**src/rtl/out_buff_writer_if.sv**
```systemverilog
// Single-port output-buffer SRAM bus and its write-request encoding (W_req is active-low).
// Synchronous SRAM: writes commit on the cs/W_req edge, R_data is valid the cycle after a cs/oe read.
package out_buff_pkg;
    localparam logic WRITE_ENB = 1'b0;
    localparam logic WRITE_DIS = 1'b1;
endpackage

interface sp_ram_intf #(
    parameter int ADDR_W = 18,
    parameter int DATA_W = 32
);
    logic              cs;
    logic              oe;
    logic [ADDR_W-1:0] addr;
    logic              W_req;
    logic [DATA_W-1:0] W_data;
    logic [DATA_W-1:0] R_data;

    modport master (output cs, oe, addr, W_req, W_data, input R_data);
    modport slave  (input cs, oe, addr, W_req, W_data, output R_data);
endinterface

```
**src/rtl/out_buff_writer.sv**
```systemverilog
// Output-buffer write master: result stream to SRAM writes; OUT_WRITER_ACC_EN adds read-accumulate-write.
// Zero-latency writes at 1 word/cycle (1 per 2 cycles when accumulating); res_ready_o never depends on res_valid_i.
module out_buff_writer #(
    parameter int ADDR_W = 18,
    parameter int DATA_W = 32
) (
    input  logic              clk,
    input  logic              rstn,
    input  logic              start_i,
    input  logic              acc_i,
    input  logic [ADDR_W-1:0] base_addr_i,
    input  logic [ADDR_W-1:0] len_i,
    input  logic              res_valid_i,
    input  logic [DATA_W-1:0] res_data_i,
    output logic              res_ready_o,
    output logic              busy_o,
    output logic              finish_o,
    sp_ram_intf.master        bus
);
    import out_buff_pkg::*;

    typedef enum logic [2:0] {
        IDLE   = 3'd0,
        WRITE  = 3'd1,
        DONE   = 3'd2
`ifdef OUT_WRITER_ACC_EN
        ,
        RD     = 3'd3,
        ACC_WR = 3'd4
`endif
    } state_t;

    state_t            state, state_nx;
    logic [ADDR_W-1:0] base_q;
    logic [ADDR_W-1:0] len_q;
    logic [ADDR_W-1:0] cnt;
    logic              cnt_inc;
    logic              last_word;
    logic [ADDR_W-1:0] word_addr;

    logic              cs_c;
    logic              oe_c;
    logic [ADDR_W-1:0] addr_c;
    logic              w_req_c;
    logic [DATA_W-1:0] w_data_c;

`ifdef OUT_WRITER_ACC_EN
    logic [DATA_W-1:0] hold;
    logic [DATA_W-1:0] acc_sum;
`else
    logic              unused_acc;
    logic              unused_rdata;
    assign unused_acc   = acc_i;
    assign unused_rdata = ^bus.R_data;
`endif

    assign last_word = (cnt == len_q - 1'b1);
    assign word_addr = base_q + cnt;

    always_ff @(posedge clk or negedge rstn) begin
        if (!rstn) begin
            state  <= IDLE;
            base_q <= '0;
            len_q  <= '0;
            cnt    <= '0;
        end else begin
            state <= state_nx;
            if (state == IDLE && start_i) begin
                base_q <= base_addr_i;
                len_q  <= len_i;
                cnt    <= '0;
            end else if (cnt_inc) begin
                cnt <= cnt + 1'b1;
            end
        end
    end

`ifdef OUT_WRITER_ACC_EN
    always_ff @(posedge clk or negedge rstn) begin
        if (!rstn) begin
            hold <= '0;
        end else if (state == RD && res_valid_i) begin
            hold <= res_data_i;
        end
    end

    // Modular add: overflow wraps, no saturation.
    assign acc_sum = bus.R_data + hold;
`endif

    always_comb begin
        state_nx    = state;
        res_ready_o = 1'b0;
        busy_o      = (state != IDLE);
        finish_o    = 1'b0;
        cnt_inc     = 1'b0;
        cs_c        = 1'b0;
        oe_c        = 1'b0;
        addr_c      = '0;
        w_req_c     = WRITE_DIS;
        w_data_c    = '0;

        case (state)
            IDLE: begin
                if (start_i) begin
                    if (len_i == '0) begin
                        state_nx = DONE;
                    end else begin
`ifdef OUT_WRITER_ACC_EN
                        state_nx = acc_i ? RD : WRITE;
`else
                        state_nx = WRITE;
`endif
                    end
                end
            end
            WRITE: begin
                res_ready_o = 1'b1;
                if (res_valid_i) begin
                    cs_c     = 1'b1;
                    addr_c   = word_addr;
                    w_req_c  = WRITE_ENB;
                    w_data_c = res_data_i;
                    cnt_inc  = 1'b1;
                    if (last_word) begin
                        state_nx = DONE;
                    end
                end
                if (!start_i) begin
                    state_nx = IDLE;
                end
            end
`ifdef OUT_WRITER_ACC_EN
            // The read is issued every RD cycle so R_data is ready whenever the handshake lands.
            RD: begin
                res_ready_o = 1'b1;
                cs_c        = 1'b1;
                oe_c        = 1'b1;
                addr_c      = word_addr;
                if (res_valid_i) begin
                    state_nx = ACC_WR;
                end
                if (!start_i) begin
                    state_nx = IDLE;
                end
            end
            ACC_WR: begin
                cs_c     = 1'b1;
                addr_c   = word_addr;
                w_req_c  = WRITE_ENB;
                w_data_c = acc_sum;
                cnt_inc  = 1'b1;
                state_nx = last_word ? DONE : RD;
                if (!start_i) begin
                    state_nx = IDLE;
                end
            end
`endif
            DONE: begin
                finish_o = 1'b1;
                if (!start_i) begin
                    state_nx = IDLE;
                end
            end
            default: begin
                state_nx = IDLE;
            end
        endcase
    end

    assign bus.cs     = cs_c;
    assign bus.oe     = oe_c;
    assign bus.addr   = addr_c;
    assign bus.W_req  = w_req_c;
    assign bus.W_data = w_data_c;

endmodule

```
**src/flat_wrapper.sv**
```systemverilog
// flat-port wrapper written by rule: the top's interface ports become plain ports
module out_buff_writer_flat import out_buff_pkg::*;
#(
    parameter int ADDR_W = 18,
    parameter int DATA_W = 32
)
  (clk, rstn, start_i, acc_i, base_addr_i, len_i, res_valid_i, res_data_i, res_ready_o, busy_o, finish_o, bus_cs, bus_oe, bus_addr, bus_W_req, bus_W_data, bus_R_data);
  sp_ram_intf #(.ADDR_W(ADDR_W), .DATA_W(DATA_W)) bus_i ();
  input  logic clk;
  input  logic rstn;
  input  logic start_i;
  input  logic acc_i;
  input  logic [ADDR_W-1:0] base_addr_i;
  input  logic [ADDR_W-1:0] len_i;
  input  logic res_valid_i;
  input  logic [DATA_W-1:0] res_data_i;
  output logic res_ready_o;
  output logic busy_o;
  output logic finish_o;
  output wire logic [$bits(bus_i.cs)-1:0] bus_cs;
  output wire logic [$bits(bus_i.oe)-1:0] bus_oe;
  output wire logic [$bits(bus_i.addr)-1:0] bus_addr;
  output wire logic [$bits(bus_i.W_req)-1:0] bus_W_req;
  output wire logic [$bits(bus_i.W_data)-1:0] bus_W_data;
  input wire logic [$bits(bus_i.R_data)-1:0] bus_R_data;
  assign bus_cs = bus_i.cs;
  assign bus_oe = bus_i.oe;
  assign bus_addr = bus_i.addr;
  assign bus_W_req = bus_i.W_req;
  assign bus_W_data = bus_i.W_data;
  assign bus_i.R_data = bus_R_data;
  out_buff_writer #(.ADDR_W(ADDR_W), .DATA_W(DATA_W)) u_core (.clk(clk), .rstn(rstn), .start_i(start_i), .acc_i(acc_i), .base_addr_i(base_addr_i), .len_i(len_i), .res_valid_i(res_valid_i), .res_data_i(res_data_i), .res_ready_o(res_ready_o), .busy_o(busy_o), .finish_o(finish_o), .bus(bus_i));
endmodule
```
**config.mk**
```make
export PLATFORM = sky130hd
export DESIGN_NAME = out_buff_writer_flat
export DESIGN_NICKNAME = d
export VERILOG_FILES = /design/src/rtl/out_buff_writer_if.sv /design/src/rtl/out_buff_writer.sv /design/src/flat_wrapper.sv
export SDC_FILE = /design/constraint.sdc
export NUM_CORES = 1
export LEC_CHECK = 0
export ABC_AREA = 0
export BUFFER_PORTS_ARGS = -buffer_cell sky130_fd_sc_hd__buf_2
export CORE_MARGIN = 2
export CORE_UTILIZATION = 52
export CTS_CLUSTER_DIAMETER = 200
export DETAILED_ROUTE_END_ITERATION = 12
export PLACE_DENSITY = 0.84
export REMOVE_ABC_BUFFERS = 1
export SYNTH_ARGS = -nofsm -noshare
export SYNTH_HDL_FRONTEND = slang
export SYNTH_SLANG_ARGS = --single-unit
```
**constraint.sdc**
```tcl
create_clock -name clk -period 4.2 [get_ports clk]
set_input_delay 0.42 -clock clk [delete_from_list [all_inputs] [get_ports clk]]
set_output_delay 0.42 -clock clk [all_outputs]
set_load 0.05 [all_outputs]
```
* Word-level counts from Yosys, hierarchy flattened
Cells that the tools add are included.
** Operators by class
- $add $sub $neg :: 3
- Equality and inequality tests :: 7
- Muxes and demuxes :: 19
- Reductions and logical operators :: 6
** Operator list (number)
- $mux 18 :: 4
- $mux 32 :: 2
- $add 18x1->18 const B :: 1
- $add 18x18->18 :: 1
- $eq 18x18->1 :: 1
- $logic_not 18->1 :: 1
- $sub 18x1->18 const B :: 1
- $mux 3 :: 5
- $pmux 3 s3 :: 1
- $mux 1 :: 6
- $ne 2x2->1 const B :: 2
- $reduce_and 4->1 :: 1
- $eq 3x1->1 const B :: 1
- $eq 3x2->1 const B :: 1
- $logic_not 3->1 :: 1
- $ne 3x2->1 const B :: 1
- $ne 3x3->1 const B :: 1
- $reduce_bool 3->1 :: 1
- $mux 2 :: 1
- $reduce_bool 2->1 :: 1
- $logic_and 1x1->1 :: 1
** Word-level totals
- Flip-flop bits (word level) :: 57
- Bits of input ports :: 105
- Word-level logic and storage cells :: 39

* Logic depth before layout (Yosys ltp)
Gate-level depths: netlist of the first run.
- Depth after elaboration :: 6
- Mapped depth :: 9
- Gate-level depth less buffers :: 8

* Worst setup path before layout of the first run
Ideal clock, no wire load.
- Path kind :: register to output
- Start point :: register u_core.cnt[0]
- End point :: output bus_addr[8]
- Arrival time :: 2926 ps
- Required time :: 3780 ps
- Slack :: 854 ps
- Stages on the path, launching flop included :: 8
- Cell sequence :: dfrtp_1 ha_1 fa_1 a21o_1 a211oi_1 o21ai_0 and3_1 nor3_1
** Between the ends
- Cells in the longest elaborated chain, start to end :: 3
** RTL lines
- start, declared :: line out_buff_writer.sv:36 : logic [ADDR_W-1:0] cnt;
- start signal, assigned :: line out_buff_writer.sv:73 : cnt <= cnt + 1'b1;
- $add 18x18->18 :: line out_buff_writer.sv:58 : assign word_addr = base_q + cnt;
- $mux 18 :: line out_buff_writer.sv:119 : if (res_valid_i) begin
- $mux 18 :: line out_buff_writer.sv:103 : case (state)
- end, declared :: line flat_wrapper.sv:22 : output wire logic [$bits(bus_i.addr)-1:0] bus_addr;
No other way between the ends.

* Worst setup path in the final report of the first run
- Start point :: register u_core.cnt[0]
- End point :: output bus_addr[14]
Same word-level chain as after synthesis.

==> results.cfg, run 1 <==
[sta]
fin_setup_tns_ns = 0
rsz0062_at_grt = false
setup_violations = 0
period_needed_ns = 3.60
clock-skew-final_ns = 0.00849
hold_viol_final = 0
max_freq_ghz = 0.278
post-route-period-util_pct = 85.7
slew_viol_final = 0
tightest_slew_ns = 1.19
max-slew-margin-rel_pct = 20.8

[clocking]
clk_latency_ns = 0.31
cts.hold.buffers_added = 0
ctsResizeCount = 0
htreeDepth = 2
cts_tree = yes
post_cts.repair.setup_buffers = 0
clk_pin_slew_ns = 0.10
cts_buffers = 5
ctsLongestPathBuffers = 2
root_buffer = clkbuf_8
clock_sinks = 56

[die]
fp.dieW_um = 93.4
start_util_pct = 53.8
dieArea_um2 = 8720
core_um2 = 7730
rows = 32
die_h_um = 93.4
io_pins = 161

[critical_path]
crit_type = reg2out
rr_startpoint = u_core.len_q[10]
timing.critical_path.required_ns = 3.78
start_kind = register
timing.rr.end = u_core.state[1]
rr_worst_depth = 6
critPathCaptureType = primary output
rrSetupSlack_ns = 1.44
worstPathMaxFanout = 5
cp_data_arrival_time_ns = 3.18

[grt]
grt_pass1_vias = 3552
antenna_found_initial = 0
grt_start_max_net_pins = 57
track_usage_pct = 22.7
grt.overflow.total = 0
grt_pass1_wl_mm = 16.2

[synthesis]
synth_area_leaders = dfrtp_1, mux2_2, ha_1, and2_1, xnor2_1
yosys-top-cells-count = dfrtp_1, nor2_1, and2_1, mux2_2, nand2_1
synth-seq-cells = 56
yosys_warnings = 0
ys_seq_area_share_pct = 33.7
synth-edff-count = 0
synth_most_common_cell = dfrtp_1
yosys.cell_types.count = 57
syn_area_um2 = 4160
syn_inst = 464
synth_top_flop_cell = dfrtp_1
synthArstFlopShare_pct = 100
synth.top_cell.area_share_pct = 33.7
synth_area_per_cell_um2 = 8.96
yosys.area.top_type = dfrtp_1

[routing]
wl_per_cell_um = 14.3
via_per_inst = 5.59
route.detailed.drc = 0
first_pass_iters = 5
num_vias = 3814
drt_iter0_drc = 228
ant_nets = 0
routed_wl_mm = 9.73

[cells_and_area]
instances_no_fill = 682
area_growth_pct = 19.5
final_nets = 704
drive_above_1_share_pct = 31.0
antenna_cells = 0

[job]
cap_violations = 0

[place]
gp_congestion = 0.883
dp_cells = 674
hpwl_mm = 7.57
io_buffers = 126

[pwr]
vdd_drop_max_uv = 199
power_density_nw_per_um2 = 305
power_leakage_nw = 2.34

[min_path]
holdCritPathClass = in2async

[run_status]
outcome = finished clean
metrics by stage:
| step | util [%] | hold WS (ns) | setup WS [ns] | power, mW | area [um^2] |
|---|---|---|---|---|---|
| after floorplan | - | 0.124 | 0.215 | 1.02 | 4060 |
| after global placement | 62.8 | 0.493 | 0.943 | 1.14 | 4850 |
| after detailed placement | 62.8 | 0.503 | 0.938 | 1.16 | 4850 |
| after CTS | 64.3 | 0.246 | 0.582 | 1.53 | 4970 |
| after global routing | 64.3 | 0.285 | 0.389 | 1.60 | 4970 |
| final | 64.3 | 0.226 | 0.600 | 1.52 | 4970 |
final cells by class:
cell class | count | area (um^2)
multi-input cells | 376 | 2620
inverters | 10 | 37.5
clock inverters | 3 | 46.3
well taps | 102 | 128
clock buffers | 5 | 68.8
repair buffers | 130 | 661
fillers | 642 | 2760
flip-flops and latches | 56 | 1400
worst max-delay path by stage:
stage                         start      endpoint  depth (start not counted)
CTS                   u_core.cnt[0]  bus_addr[14]                          9
detailed placement    u_core.cnt[0]  bus_addr[14]                          9
finish                u_core.cnt[0]  bus_addr[14]                          9
floorplan           u_core.state[1]   bus_addr[8]                          3
global route          u_core.cnt[0]  bus_addr[14]                          9
global placement      u_core.cnt[0]  bus_addr[16]                          9
per-layer routing:
metal	track usage, %	wire, um	up-vias
met5	0	0	-
met4	8.09	235	0
met3	2.98	627	22
met2	39.3	4670	155
met1	29.1	4200	1747
li1	-	-	1890
cell usage in the layout, fill, tap and decap left out, drive strengths merged, types with 8 or more instances in the layout:
cell type | netlist | layout
a21oi | 23 | 23
a211oi | 8 | 8
nor4 | 9 | 9
buf | 5 | 130
nand2 | 28 | 28
inv | 10 | 11
nand3 | 12 | 12
nor2 | 43 | 43
xor2 | 21 | 21
nor3 | 16 | 16
and2 | 36 | 36
ha | 19 | 19
o21ai | 18 | 18
mux2 | 34 | 34
dfrtp | 56 | 56
xnor2 | 21 | 21
report_power, final:
part,leakage (nW),switching (mW),total (mW),internal [mW]
clock,0.0548,0.182,0.362,0.180
combinational,1.58,0.296,0.495,0.199
sequential,0.699,0.0650,0.660,0.595
total,2.34,0.543,1.52,0.974
state kept, by name, summed over array words and instances (netlist names):
| name | count |
|---|---|
| u_core.base_q | 18 |
| u_core.cnt | 18 |
| u_core.len_q | 18 |
| u_core.state | 2 |
worst max-delay path, cell delays in order, from the launching register on:
cell      delay, ns
dfrtp_1        0.46
ha_1           0.28
fa_1           0.41
a21o_1         0.20
a211oi_1       0.36
o21ai_0        0.23
a311oi_1       0.33
o21bai_1       0.14
mux2i_1        0.17
buf_2          0.29
logic make-up after synthesis:
kind of cell	count (synthesis)	synth area share [%]
compound gates	80	12.6
xor+xnor	42	8.85
fa+ha+maj	20	6.20
buf+inv	32	3.34
flops	56	33.7
mux	38	10.2
other cells	1	0.0902
simple gates	195	25.0
Power figures use the tool's default switching activity.
==> inputs of run 2 (changes only) <==
CORE_UTILIZATION = 45   (was 52)
PLACE_DENSITY = 0.78   (was 0.84)
clock period = 3.2 ns   (was 4.2 ns; I/O delays follow)
==> run 2 against run 1 <==
  * Cell count up 1.9%
  * Clock skew down 0.00096 ns
  * Final area up 1.9%
  * Setup slack worse by 0.46 ns
  * Power up 32%
  * Non-clock buffer count up 4
  * First-iteration DRC count down 39%
  * Flip-flop and latch count unchanged
  * Sequential power up 31%
==> results.cfg, run 2 (synthesized netlist as in run 1, its figures left out) <==
[sta]
max_freq_ghz = 0.327
rsz0062_at_grt = false
setup_violations = 0
clock-skew-final_ns = 0.00753
max-slew-margin-rel_pct = 39.0
period_needed_ns = 3.06
hold_slack_ns = 0.125
hold_viol_final = 0
post-route-period-util_pct = 95.5
tightest_slew_ns = 0.916
slew_viol_final = 0

[place]
io_buffers = 126
gp_congestion = 0.906
hpwl_mm = 7.69

[pwr]
vdd_drop_max_uv = 184
internal_power_mw = 1.29
power_leakage_nw = 2.36
p_clk_share_pct = 23.5
seq_power_share_pct = 43.1
total_power_mw = 2.01
power_switching_share_pct = 35.9
p_sw_uw = 721
power_density_nw_per_um2 = 397
comb_power_share_pct = 33.4

[grt]
grt_pass1_wl_mm = 15.9
grt.overflow.total = 0
grt_pass1_vias = 3411
antenna_found_initial = 0
track_usage_pct = 19.5
grt_start_max_net_pins = 57

[routing]
route.detailed.drc = 0
via_per_inst = 5.46
ant_nets = 0
wl_per_cell_um = 14.3
num_vias = 3795
routed_wl_mm = 9.96
first_pass_iters = 4
drt_iter0_drc = 140

[critical_path]
timing.critical_path.required_ns = 2.88
worstPathMaxFanout = 3
critPathCaptureType = primary output
start_kind = register
cp_data_arrival_time_ns = 2.74
crit_type = reg2out

[die]
start_util_pct = 45.6
dieArea_um2 = 10000
core_um2 = 9110
io_pins = 161
die_h_um = 100
rows = 35
fp.dieW_um = 100

[clocking]
cts_buffers = 5
clk_pin_slew_ns = 0.10
clk_latency_ns = 0.32
clock_sinks = 56
ctsLongestPathBuffers = 2
root_buffer = clkbuf_8
cts.hold.buffers_added = 0
htreeDepth = 2
cts_tree = yes

[cells_and_area]
antenna_cells = 0
drive_above_1_share_pct = 33.4
largestRegisters = u_core.base_q x18, u_core.cnt x18, u_core.len_q x18
fill_cells = 826
area_growth_pct = 21.7
mostFrequentLayoutCell = buf_2
final_nets = 708
most-common-layout-cells = buf_2, dfrtp_1, nor2_1

[run_status]
outcome = finished clean

[min_path]
holdCritPathClass = in2async

[job]
cap_violations = 0
-- run 2: cell types whose count changed in the layout (fill, tap and decap cells not counted), moves of 2 or more --
cell / before / now
dfrtp_2: 0 / 3
o21ai_0: 18 / 15
o21ai_1: 0 / 2
dfrtp_1: 56 / 53
a211oi_1: 7 / 4
buf_4: 4 / 11
a211oi_2: 1 / 3
buf_2: 126 / 122
-- run 2: power by group through the flow --
stage | clock (mW) | sequential [mW] | combinational, mW
final | 0.471 | 0.866 | 0.671
after global routing | 0.508 | 0.878 | 0.731
after CTS | 0.489 | 0.865 | 0.664
after detailed placement | 0 | 0.879 | 0.654
after global placement | 0 | 0.873 | 0.639
after floorplan | 0 | 0.854 | 0.485
-- run 2: area by class of cell --
class	instances	area (um^2)	area share (%)
Multi-Input combinational cell	376	2670	52.7
Sequential cell	56	1410	27.8
Timing Repair Buffer	134	701	13.9
Tap cell	111	139	2.75
Clock buffer	5	68.8	1.36
Clock inverter	3	42.5	0.841
Inverter	10	37.5	0.742
-- run 2: critical path, cell delays in order (launching register included) --
cell and delay, ns:
dfrtp_1 0.40, ha_1 0.26, fa_2 0.38, a21o_1 0.21, a211oi_4 0.27, o21ai_2 0.13
a311oi_2 0.26, o21bai_1 0.13, mux2i_1 0.17, buf_4 0.22
-- run 2: repair_timing --
action                     4_1_cts  5_1_grt
pin swaps                        1        2
setup buffers                    0        0
resized for setup                7       12
setup endpoints to repair        5        9
-- run 2: worst paths after layout --
check | startpoint | to | slack [ns] | cells past startpoint
setup / recovery | u_core.cnt[0] | bus_addr[14] | 0.14 | 9
hold / removal | rstn | u_core.base_q[13] | 0.12 | 1
setup reg to reg | u_core.len_q[2] | u_core.state[0] | 0.60 | 6
hold reg to reg | u_core.base_q[0] | u_core.base_q[0] | 0.52 | 1
max in group asynchronous | rstn | u_core.len_q[6] | 2.34 | 2
min in group clk | len_i[1] | u_core.len_q[1] | 0.21 | 3
-- run 2: per-stage QoR --
stage | instance area [um^2] | worst slack [ns] | std cells | util, % | TNS, ns
final | 5060 | 0.144 | 695 | 55.5 | 0
after global routing | 5060 | 0.00348 | 695 | 55.5 | 0
after CTS | 5030 | 0.00365 | 695 | 55.2 | 0
after detailed placement | 4890 | 0.138 | 687 | 53.7 | 0
after global placement | 4890 | 0.169 | 687 | 53.7 | 0
after floorplan | 4060 | -0.685 | 442 | - | -9.13
-- run 2: metal layers --
| metal | up-vias | track usage [%] | wire [um] |
|---|---|---|---|
| met1 | 1769 | 24.1 | 4330 |
| li1 | 1894 | - | - |
| met5 | - | 0 | 0 |
| met4 | 0 | 4.85 | 85 |
| met3 | 9 | 3.41 | 568 |
| met2 | 123 | 35.2 | 4970 |
==> inputs of run 3 (changes only) <==
CORE_ASPECT_RATIO = 1.1   (was default)
==> run 3 against run 2 <==
  * Largest power group unchanged
  * Register-to-register slack got worse by 0.07 ns
  * Clock skew rose by 0.0016 ns
  * Sequential power barely moved
  * Combinational power rose by 1%
  * Utilization rose by 1.3 points
  * Die area barely moved
  * Final area rose by 0.22%
  * Critical path type unchanged
  * Flip-flop and latch count did not move
  * Critical path depth did not move
  * Hold slack got worse by 0.073 ns
==> results.cfg, run 3 (synthesized netlist as in run 1, its figures left out) <==
[critical_path]
critPathCaptureType = primary output
rr_worst_depth = 6
cp_data_arrival_time_ns = 2.75
path_cells = ha_2 > fa_2 > a21o_1 > a211oi_4 > o21ai_2 > a311oi_2 > o21bai_1 > mux2i_1 > buf_4
cp_slowest_cell = dfrtp_1
crit_type = reg2out
slowest_delay_ns = 0.40
start_kind = register
timing.critical_path.required_ns = 2.88
worstPathMaxFanout = 3

[sta]
setup_violations = 0
hold_viol_final = 0
slew_viol_final = 0
period_needed_ns = 3.07
fin_setup_tns_ns = 0
clock-skew-final_ns = 0.00911
hold_slack_ns = 0.0519
max-slew-margin-rel_pct = 51.6
setup_ws_ns = 0.130
max_freq_ghz = 0.326
tightest_slew_ns = 0.726
post-route-period-util_pct = 95.9

[routing]
first_pass_iters = 4
wl_per_cell_um = 14.7
via_per_inst = 5.51
routed_wl_mm = 10.2
drt_iter0_drc = 119
num_vias = 3843
ant_nets = 0
route.detailed.drc = 0

[pwr]
power_leakage_nw = 2.37
vdd_drop_max_uv = 186
total_power_mw = 2.01
power_density_nw_per_um2 = 396

[clocking]
root_buffer = clkbuf_8
clk_latency_ns = 0.31
clock_sinks = 56
clk_pin_slew_ns = 0.10
htreeDepth = 2
cts_tree = yes
post_cts.repair.setup_buffers = 0
ctsLongestPathBuffers = 2
cts_buffers = 5

[grt]
grt_start_max_net_pins = 46
grt.overflow.total = 0
antenna_found_initial = 0
track_usage_pct = 20.6
use_met1_pct = 24.4
met3_usage_pct = 3.32
busiest_layer = met2
use_met2_pct = 37.4
grt_pass1_wl_mm = 16.8
grt_pass1_vias = 3756

[die]
fp.dieW_um = 95.6
die_h_um = 105
start_util_pct = 46.6
core_um2 = 8920
io_pins = 161
rows = 36
dieArea_um2 = 10000

[place]
dp_cells = 690
dpl_worst_slack_ns = 0.0971
gp_congestion = 0.892
io_buffers = 126
placed_area_um2 = 4910
hpwl_mm = 8.01

[cells_and_area]
final_nets = 708
fin_area_um2 = 5070
most-common-layout-cells = buf_2, dfrtp_1, nor2_1
largestRegisters = u_core.base_q x18, u_core.cnt x18, u_core.len_q x18
instances_no_fill = 698
final_core_util_pct = 56.8
area_growth_pct = 22.0
mostFrequentLayoutCell = buf_2
antenna_cells = 0
drive_above_1_share_pct = 32.7
fill_cells = 819

[run_status]
outcome = finished clean

[job]
cap_violations = 0

[min_path]
holdCritPathClass = in2async
## run 3: final timing paths
kind,start,endpoint,slack (ns)
worst max-delay path,u_core.cnt[0],bus_addr[16],0.13
worst min register to register,u_core.base_q[0],u_core.base_q[0],0.52
max in group asynchronous,rstn,u_core.cnt[1],2.33
worst min-delay path,rstn,u_core.base_q[12],0.05
min in group clk,base_addr_i[3],u_core.base_q[3],0.23
worst max register to register,u_core.len_q[2],u_core.state[1],0.53
## run 3: timing repair
action                                  CTS  global route
resized for setup                         5            12
pin swaps                                 2             3
endpoints found under the setup margin    3             7
hold buffers                              0             0
## run 3: metal layers
metal | vias to the layer above | share of wire [%] | routed length, um
met5 | - | 0 | 0
met3 | 14 | 6.7 | 684
met4 | 0 | 1.5 | 151
met2 | 133 | 50 | 5080
met1 | 1808 | 42 | 4310
li1 | 1888 | - | -
## run 3: final cells by class
cell class	count	area, um^2	share of cell area [%]
sequential	56	1400	27.7
tap	114	143	2.81
clock inverter	2	35.0	0.691
timing repair buffer	134	716	14.1
clock buffer	6	72.6	1.43
inverter	10	37.5	0.740
multi-input combinational	376	2660	52.5
## run 3: critical path, delay by kind of cell (launching register included)
kind,cells,cell delay (ns)
buffers and inverters,1,0.23
adders and majority gates,2,0.58
AOI/OAI and AO/OA,5,1.04
muxes,1,0.19
DFF,1,0.40
## run 3: power by group
group          internal (mW)  total (mW)  switching, mW
clock network          0.233       0.463          0.230
logic                  0.276       0.678          0.403
registers              0.782       0.867         0.0856
total                   1.29        2.01          0.718
